File: src/rtl/muldiv_pkg.sv
// Shared types and constants for the iterative multiply/divide unit.
package muldiv_pkg;

    localparam int MD_WIDTH = 32;

    typedef enum logic [1:0] {
        MD_MULT  = 2'd0,
        MD_MULTU = 2'd1,
        MD_DIV   = 2'd2,
        MD_DIVU  = 2'd3
    } muldiv_op_t;

    typedef enum logic [1:0] {
        MD_IDLE = 2'd0,
        MD_CALC = 2'd1,
        MD_FIX  = 2'd2
    } md_state_t;

endpackage

File: src/rtl/muldiv_step.sv
// One iteration of the unsigned engine: shift-add multiply or restoring divide on {hi, lo}.
// Purely combinational; the caller registers the result each CALC cycle.
module muldiv_step
    import muldiv_pkg::*;
#(
    parameter int WIDTH = MD_WIDTH
) (
    input  logic             is_div_i,
    input  logic [WIDTH-1:0] acc_hi_i,
    input  logic [WIDTH-1:0] acc_lo_i,
    input  logic [WIDTH-1:0] opnd_i,
    output logic [WIDTH-1:0] nxt_hi_o,
    output logic [WIDTH-1:0] nxt_lo_o
);

    logic [WIDTH:0]   sum;
    logic [WIDTH:0]   shl;
    logic [WIDTH-1:0] diff;
    logic             borrow;

    always_comb begin
        sum    = {1'b0, acc_hi_i} + (acc_lo_i[0] ? {1'b0, opnd_i} : {(WIDTH+1){1'b0}});
        shl    = {acc_hi_i, acc_lo_i[WIDTH-1]};
        borrow = shl < {1'b0, opnd_i};
        // Without a borrow the true difference is below the divisor, so it fits in WIDTH bits.
        diff   = shl[WIDTH-1:0] - opnd_i;
        nxt_hi_o = sum[WIDTH:1];
        nxt_lo_o = {sum[0], acc_lo_i[WIDTH-1:1]};
        if (is_div_i) begin
            nxt_hi_o = borrow ? shl[WIDTH-1:0] : diff;
            nxt_lo_o = {acc_lo_i[WIDTH-2:0], ~borrow};
        end
    end

endmodule

File: src/rtl/muldiv_unit.sv
// Multi-cycle mult/multu/div/divu sequencer owning HI/LO; 33 busy cycles per operation.
// Operands become magnitudes on entry, the step engine runs unsigned, FIX restores signs.
module muldiv_unit
    import muldiv_pkg::*;
#(
    parameter int WIDTH = MD_WIDTH,
    parameter int STEPS = WIDTH
) (
    input  logic             clk,
    input  logic             reset,
    input  logic             start,
    input  logic [1:0]       op,
    input  logic [WIDTH-1:0] a,
    input  logic [WIDTH-1:0] b,
    input  logic             mthi_en,
    input  logic             mtlo_en,
    input  logic [WIDTH-1:0] wdata,
    output logic [WIDTH-1:0] hi,
    output logic [WIDTH-1:0] lo,
    output logic             busy,
    output logic             done
);

    localparam int CW = $clog2(STEPS);

    md_state_t        state_q;
    logic [CW-1:0]    cnt_q;
    logic             is_div_q, neg_q, rem_neg_q, dz_q, done_q;
    logic [WIDTH-1:0] opnd_q, acc_hi_q, acc_lo_q, hi_q, lo_q;
    logic [WIDTH-1:0] acc_hi_d, acc_lo_d, hi_d, lo_d;

    muldiv_op_t       op_e;
    logic             is_div_in, signed_in;
    logic [WIDTH-1:0] a_mag, b_mag, quo_fix, rem_fix;
    logic [2*WIDTH-1:0] prod, prod_fix;

    assign op_e      = muldiv_op_t'(op);
    assign is_div_in = (op_e == MD_DIV) || (op_e == MD_DIVU);
    assign signed_in = (op_e == MD_MULT) || (op_e == MD_DIV);
    // Unsigned WIDTH-bit magnitude is exact even for the most negative value.
    assign a_mag = (signed_in && a[WIDTH-1]) ? (~a + 1'b1) : a;
    assign b_mag = (signed_in && b[WIDTH-1]) ? (~b + 1'b1) : b;

    muldiv_step #(.WIDTH(WIDTH)) u_step (
        .is_div_i (is_div_q),
        .acc_hi_i (acc_hi_q),
        .acc_lo_i (acc_lo_q),
        .opnd_i   (opnd_q),
        .nxt_hi_o (acc_hi_d),
        .nxt_lo_o (acc_lo_d)
    );

    always_comb begin
        prod     = {acc_hi_q, acc_lo_q};
        prod_fix = neg_q ? (~prod + 1'b1) : prod;
        quo_fix  = dz_q ? {WIDTH{1'b1}} : (neg_q ? (~acc_lo_q + 1'b1) : acc_lo_q);
        rem_fix  = rem_neg_q ? (~acc_hi_q + 1'b1) : acc_hi_q;
        hi_d     = is_div_q ? rem_fix : prod_fix[2*WIDTH-1:WIDTH];
        lo_d     = is_div_q ? quo_fix : prod_fix[WIDTH-1:0];
    end

    always_ff @(posedge clk) begin
        if (reset) begin
            state_q   <= MD_IDLE;
            cnt_q     <= '0;
            is_div_q  <= 1'b0;
            neg_q     <= 1'b0;
            rem_neg_q <= 1'b0;
            dz_q      <= 1'b0;
            opnd_q    <= '0;
            acc_hi_q  <= '0;
            acc_lo_q  <= '0;
            hi_q      <= '0;
            lo_q      <= '0;
            done_q    <= 1'b0;
        end else begin
            done_q <= 1'b0;
            case (state_q)
                MD_IDLE: begin
                    if (start) begin
                        is_div_q  <= is_div_in;
                        neg_q     <= signed_in && (a[WIDTH-1] ^ b[WIDTH-1]);
                        rem_neg_q <= signed_in && a[WIDTH-1];
                        dz_q      <= is_div_in && (b == '0);
                        opnd_q    <= is_div_in ? b_mag : a_mag;
                        acc_lo_q  <= is_div_in ? a_mag : b_mag;
                        acc_hi_q  <= '0;
                        cnt_q     <= '0;
                        state_q   <= MD_CALC;
                    end else begin
                        if (mthi_en) hi_q <= wdata;
                        if (mtlo_en) lo_q <= wdata;
                    end
                end
                MD_CALC: begin
                    acc_hi_q <= acc_hi_d;
                    acc_lo_q <= acc_lo_d;
                    cnt_q    <= cnt_q + 1'b1;
                    if (cnt_q == CW'(STEPS - 1)) state_q <= MD_FIX;
                end
                MD_FIX: begin
                    hi_q    <= hi_d;
                    lo_q    <= lo_d;
                    done_q  <= 1'b1;
                    state_q <= MD_IDLE;
                end
                default: state_q <= MD_IDLE;
            endcase
        end
    end

    assign hi   = hi_q;
    assign lo   = lo_q;
    assign busy = (state_q != MD_IDLE);
    assign done = done_q;

endmodule

File: config.mk
export PLATFORM = sky130hd
export DESIGN_NAME = muldiv_unit
export DESIGN_NICKNAME = d
export VERILOG_FILES = /design/src/rtl/muldiv_pkg.sv /design/src/rtl/muldiv_step.sv /design/src/rtl/muldiv_unit.sv
export SDC_FILE = /design/constraint.sdc
export NUM_CORES = 1
export LEC_CHECK = 0
export BUFFER_PORTS_ARGS = -buffer_cell sky130_fd_sc_hd__buf_2
export CORE_ASPECT_RATIO = 0.75
export CORE_UTILIZATION = 25
export CTS_CLUSTER_DIAMETER = 150
export DETAILED_ROUTE_END_ITERATION = 16
export GPL_ROUTABILITY_DRIVEN = 0
export PLACE_DENSITY = 0.49
export SETUP_SLACK_MARGIN = 0.15
export SYNTH_ARGS = -nofsm -noshare
export SYNTH_HDL_FRONTEND = slang
export SYNTH_HIERARCHICAL = 1
export SYNTH_SLANG_ARGS = --single-unit
File: constraint.sdc
create_clock -name clk -period 9.5 [get_ports clk]
set_input_delay 1.9 -clock clk [delete_from_list [all_inputs] [get_ports clk]]
set_output_delay 1.9 -clock clk [all_outputs]
set_load 0.02 [all_outputs]
* After elaboration in Yosys (flattened, before gate mapping) *
Index checks and enable logic that the tools add are counted.

word-level totals
  input bits = 103
  output and inout port bits = 66
  register bits after elaboration = 172
  word-level logic and storage cells = 85

cells by class
  add/sub/neg operators = 8
  $lt $le $gt $ge = 1
  reductions and logical operators = 17
  mux-type cells = 30
  equal/unequal tests = 10
  bitwise gates (word level) = 7

operators with widths
  operator               count
  $mux 32                19
  $pmux 32 s2            4
  $add 32x1->32 const B  4
  $not 32->32            4
  $add 64x1->64 const B  1
  $mux 64                1
  $not 64->64            1
  $add 32x33->33         1
  $lt 33x32->1           1
  $logic_not 32->1       1
  $sub 32x32->32         1
  $ne 2x2->1 const B     5
  $pmux 5 s2             1
  $eq 2x2->1 const B     3
  $reduce_and 2->1       3
  $reduce_and 3->1       2
  $reduce_bool 2->1      3
  $add 5x1->5 const B    1
  $eq 5x5->1 const B     1
  $mux 5                 1
  $logic_and 1x1->1      4
  $logic_not 2->1        2
  $mux 2                 2
  $pmux 2 s2             1
  5 further kinds        6

* Logic depth before layout (Yosys ltp) *
  word-level depth = 7
  depth in mapped cells = 15
  gate-level depth less buffers = 14

* Cells and area by module *
Netlist, hierarchy kept.

modules (own cells, without submodules)
  module       times used  seq. area each (um2)  cells an instance  area each (um2)
  muldiv_unit  1           3,443.3               1,440              10,970.5
  muldiv_step  1           0.0                   676                4,768.3

* Worst setup path after synthesis *
OpenSTA, ideal clock, no wires.

  kind = input port to flip-flop
  start = input port a[2]
  end = register acc_lo_q[29]
  arrival = 3.974 ns
  required time = 9.405 ns
  buffers on the path = 2
  setup slack = 5.430 ns
  stages on the path = 8
  library setup time = 0.095 ns
  cells stage by stage = buf_2 > or4_4 > or3_1 > buf_2 > o41ai_1 > xor2_1 > mux2_2 > a221oi_1

on the way
  cells in the longest elaborated chain, start to end = 6

ends and longest elaborated chain
  item                    line               RTL
  start: declaration      muldiv_unit.sv:13  input logic [WIDTH-1:0] a,
  $not 32->32             muldiv_unit.sv:41  assign a_mag = (signed_in && a[WIDTH-1]) ? (~a + 1'b1) : a;
  $add 32x1->32           muldiv_unit.sv:41
  $mux 32                 muldiv_unit.sv:41
  $mux 32                 muldiv_unit.sv:86  acc_lo_q <= is_div_in ? a_mag : b_mag;
  $mux 32                 muldiv_unit.sv:80  if (start) begin
  $pmux 32 s2             muldiv_unit.sv:78  case (state_q)
  end signal: assignment  muldiv_unit.sv:86
  end signal: assignment  muldiv_unit.sv:97  acc_lo_q <= acc_lo_d;
  end: declaration        muldiv_unit.sv:29  logic [WIDTH-1:0] opnd_q, acc_hi_q, acc_lo_q, hi_q, lo_q;

Every way passes these cells. The select of a mux whose other input is x is not followed.
A chain may end at the register's enable or synchronous reset.

* Worst setup path after layout *
  start = register acc_lo_q[0]
  end = register acc_hi_q[30]

on the way
  cells in the longest elaborated chain, start to end = 4

ends and longest elaborated chain
  item                    line               RTL
  $mux 32                 muldiv_step.sv:22  sum = {1'b0, acc_hi_i} + (acc_lo_i[0] ? {1'b0, opnd_i} : {(WIDTH+1){1'b0}});
  $add 32x33->33          muldiv_step.sv:22
  $mux 32                 muldiv_step.sv:29  if (is_div_i) begin
  net acc_hi_d[30]        muldiv_unit.sv:30  logic [WIDTH-1:0] acc_hi_d, acc_lo_d, hi_d, lo_d;
  $pmux 32 s2             muldiv_unit.sv:78
  end signal: assignment  muldiv_unit.sv:96  acc_hi_q <= acc_hi_d;
  end: declaration        muldiv_unit.sv:29

The timed path passes the listed nets, and every way through them passes these cells.

==> metrics.txt <==
layout cell share with drive strength beyond 1=0.145; unrepaired setup endpoints after global routing=false; Starting DRT DRC Count=1760; routed wire length=65100 um; worst hold margin=0.440 ns; clk slew on worst S/H paths=0.07 ns; Synth-to-Final Area Change=12.8%; clock tree from TritonCTS=yes; die area=0.0640 mm^2; grt ovf=0; CTS sink cnt=172; Fin Clk Skew=0.0157 ns; GR Util All Layers=0.196; Slew Limit Fails=0; # H-tree levels=4; number of flops mapped to enable cells by yosys=0; fmax=236 MHz; vias in the first global route=15400; Metal-1 WL=32500 um; final number of hold-violating endpoints=0; Root Buffer=clkbuf_16; share of the synthesized area in the top cell type=0.219; post-synthesis sequential area ratio=0.219; worst skew pair latency=0.46 ns; Initial Util=0.253; Site Rows=79; Die Width=292 um; CP arrival=4.53 ns; via count=17100; Yosys warnings=6; area of the core=0.0622 mm^2; Yosys reg bits=172; Final setup viols=0; max_slew headroom=0.183; CP Data Required Time=9.80 ns; CTS Buf Count=17; area leader, netlist=dfxtp_1; Die Ht=219 um; initial antenna violation count=2; CTS max path bufs=2; Filler Cells Inserted=6721; largest net degree at the start of global routing=80; Max FO, Critical Path=32; Period minus WS final=4.23 ns; vias per std cell=5.67; I/O Buffers=168; post-route setup TNS=0 ns; final net count=2360; Synth Net Count=2291; drt wl/cell=21.6 um; top cells by area, synth=dfxtp_1 (22%), nand2_1 (6.6%), a21oi_1 (6.2%); top layer in use=met5; Detail Placement HPWL=50000 um; worst vdd ir=0.000142 V; CP startpoint kind=register; Yosys cell types=101; WL met2=25300 um; Top FF cell, synth=dfxtp_1; status=complete, no violations; Crit Path Category=register to register; Final Cycle Share=0.446; HP Class=register to register; DR WL met3=6570 um; CTS Hold Bufs=0; Mapped Avg Cell Area=7.44 um^2; post-CTS resize count=0; DRC viols=0; first-pass GRT wire length=96600 um; Post-CTS Repair Setup Buffers=0; ANT nets after route=0; total power=2.34 mW; Pwr per Cell Area=132 mW/mm^2; synthesized instance count=2116; post-synthesis cell area=0.0157 mm^2; Synth async-reset ratio=0; MaxCap Viol Count=0; P_leak=6.97 nW; IO Count=169; Initial DRT Pass Iterations=6; Slew @ Worst Pin=1.22 ns; crit end category=register
==> layout make-up <==
type	instances	area (um^2)	share of cell area
Inverter	66	248	0.0140
Sequential cell	172	3450	0.194
Clock inverter	13	106	0.00599
Multi-Input combinational cell	1741	11500	0.649
Timing Repair Buffer	187	986	0.0555
Tap cell	810	1010	0.0571
Clock buffer	18	429	0.0242
Antenna cell	1	2.50	0.000141
==> Yosys cell counts, types with 16 or more instances <==
cell type and instances:
nand2_1 276, nand2b_1 16, clkbuf_1 103, nor4_1 27, buf_1 23, xnor2_1 90, mux2i_1 59, mux2_2 38
or3_1 23, o221ai_1 41, nand3_1 85, a31oi_1 28, o22ai_1 19, a21oi_1 196, and2_1 40, a211oi_1 35
o21a_1 18, inv_1 65, o41ai_1 33, o31ai_1 22, nor3_1 42, o211ai_1 21, a21o_1 34, dfxtp_1 172
o21ai_0 84, nor2_1 134, ha_1 70, nor2b_1 30, xor2_1 55
==> routing by layer <==
metal	vias to the layer above	GRT usage
li1	7980	-
met3	45	0.0461
met5	-	0
met2	796	0.268
met1	8239	0.306
met4	2	0.0330
==> logic make-up after synthesis <==
kind of cell	synth area share
AND/OR/NAND/NOR	0.239
buffers and inverters	0.0510
multiplexers	0.0647
AO/OA/AOI/OAI	0.288
XOR/XNOR	0.0807
adder cells (fa/ha/maj)	0.0582
flip-flops	0.219
==> metrics by stage <==
| step | cells | utilization | worst slack [ns] | instance area (um^2) |
|---|---|---|---|---|
| 2_1_floorplan | 2116 | - | 5.43 | 15700 |
| 4_1_cts | 3007 | 0.286 | 5.35 | 17800 |
| 6_report | 3008 | 0.286 | 5.27 | 17800 |
| 3_5_place_dp | 2976 | 0.277 | 4.91 | 17200 |
| 3_3_place_gp | 2976 | 0.277 | 4.98 | 17200 |
| 5_1_grt | 3007 | 0.286 | 5.04 | 17800 |
==> flip-flops by register name, summed over array words and instances (netlist names) <==
name / count
acc_hi_q: 32
acc_lo_q: 32
hi: 32
lo: 32
opnd_q: 32
cnt_q: 5
state_q: 2
done: 1
dz_q: 1
is_div_q: 1
neg_q: 1
rem_neg_q: 1
==> path summary, 6_finish.rpt <==
path / slack [ns] / from / cells after the start / endpoint
setup / recovery: 5.27 / acc_lo_q[0]$_SDFFE_PP0P_ / 14 / acc_hi_q[30]$_SDFFE_PP0P_
hold reg to reg: 0.44 / lo[27]$_SDFFE_PP0P_ / 2 / lo[27]$_SDFFE_PP0P_
hold / removal: 0.44 / lo[27]$_SDFFE_PP0P_ / 2 / lo[27]$_SDFFE_PP0P_
setup reg to reg: 5.27 / acc_lo_q[0]$_SDFFE_PP0P_ / 14 / acc_hi_q[30]$_SDFFE_PP0P_
==> critical path: stages (launching register included) <==
cell and delay [ns]:
dfxtp_1 0.53, buf_4 0.39, and2_1 0.19, ha_1 0.28
a2111oi_0 0.43, o31a_2 0.29, o21ai_0 0.18, o211ai_1 0.39
a31oi_1 0.21, o41ai_1 0.47, a32oi_1 0.20, xnor2_1 0.23
mux2i_1 0.10, nand2_1 0.10, a21oi_1 0.08
==> layout by cell type (no fill, tap or decap), types with 17 or more instances in the layout <==
cell and n:
o41ai_1 33, dfxtp_1 171, a211oi_1 35, o21ai_0 84
o31ai_1 22, nand3_1 85, o22ai_1 19, o221ai_1 41
a31oi_1 28, xnor2_1 90, xor2_1 55, a21o_1 34
buf_4 20, a21oi_1 196, or3_1 23, mux2_2 38
inv_1 65, o21a_1 18, and2_1 40, nor2b_1 28
ha_1 70, nand2_1 275, buf_2 167, o211ai_1 21
nor2_1 134, nor4_1 27, mux2i_1 59, clkbuf_16 17
nor3_1 42
==> power by group <==
group	internal, mW	switching, mW	total (mW)
registers	0.763	0.0887	0.852
logic	0.288	0.515	0.803
clock network	0.340	0.345	0.684
No activity file was read; power rests on OpenSTA's default activity.
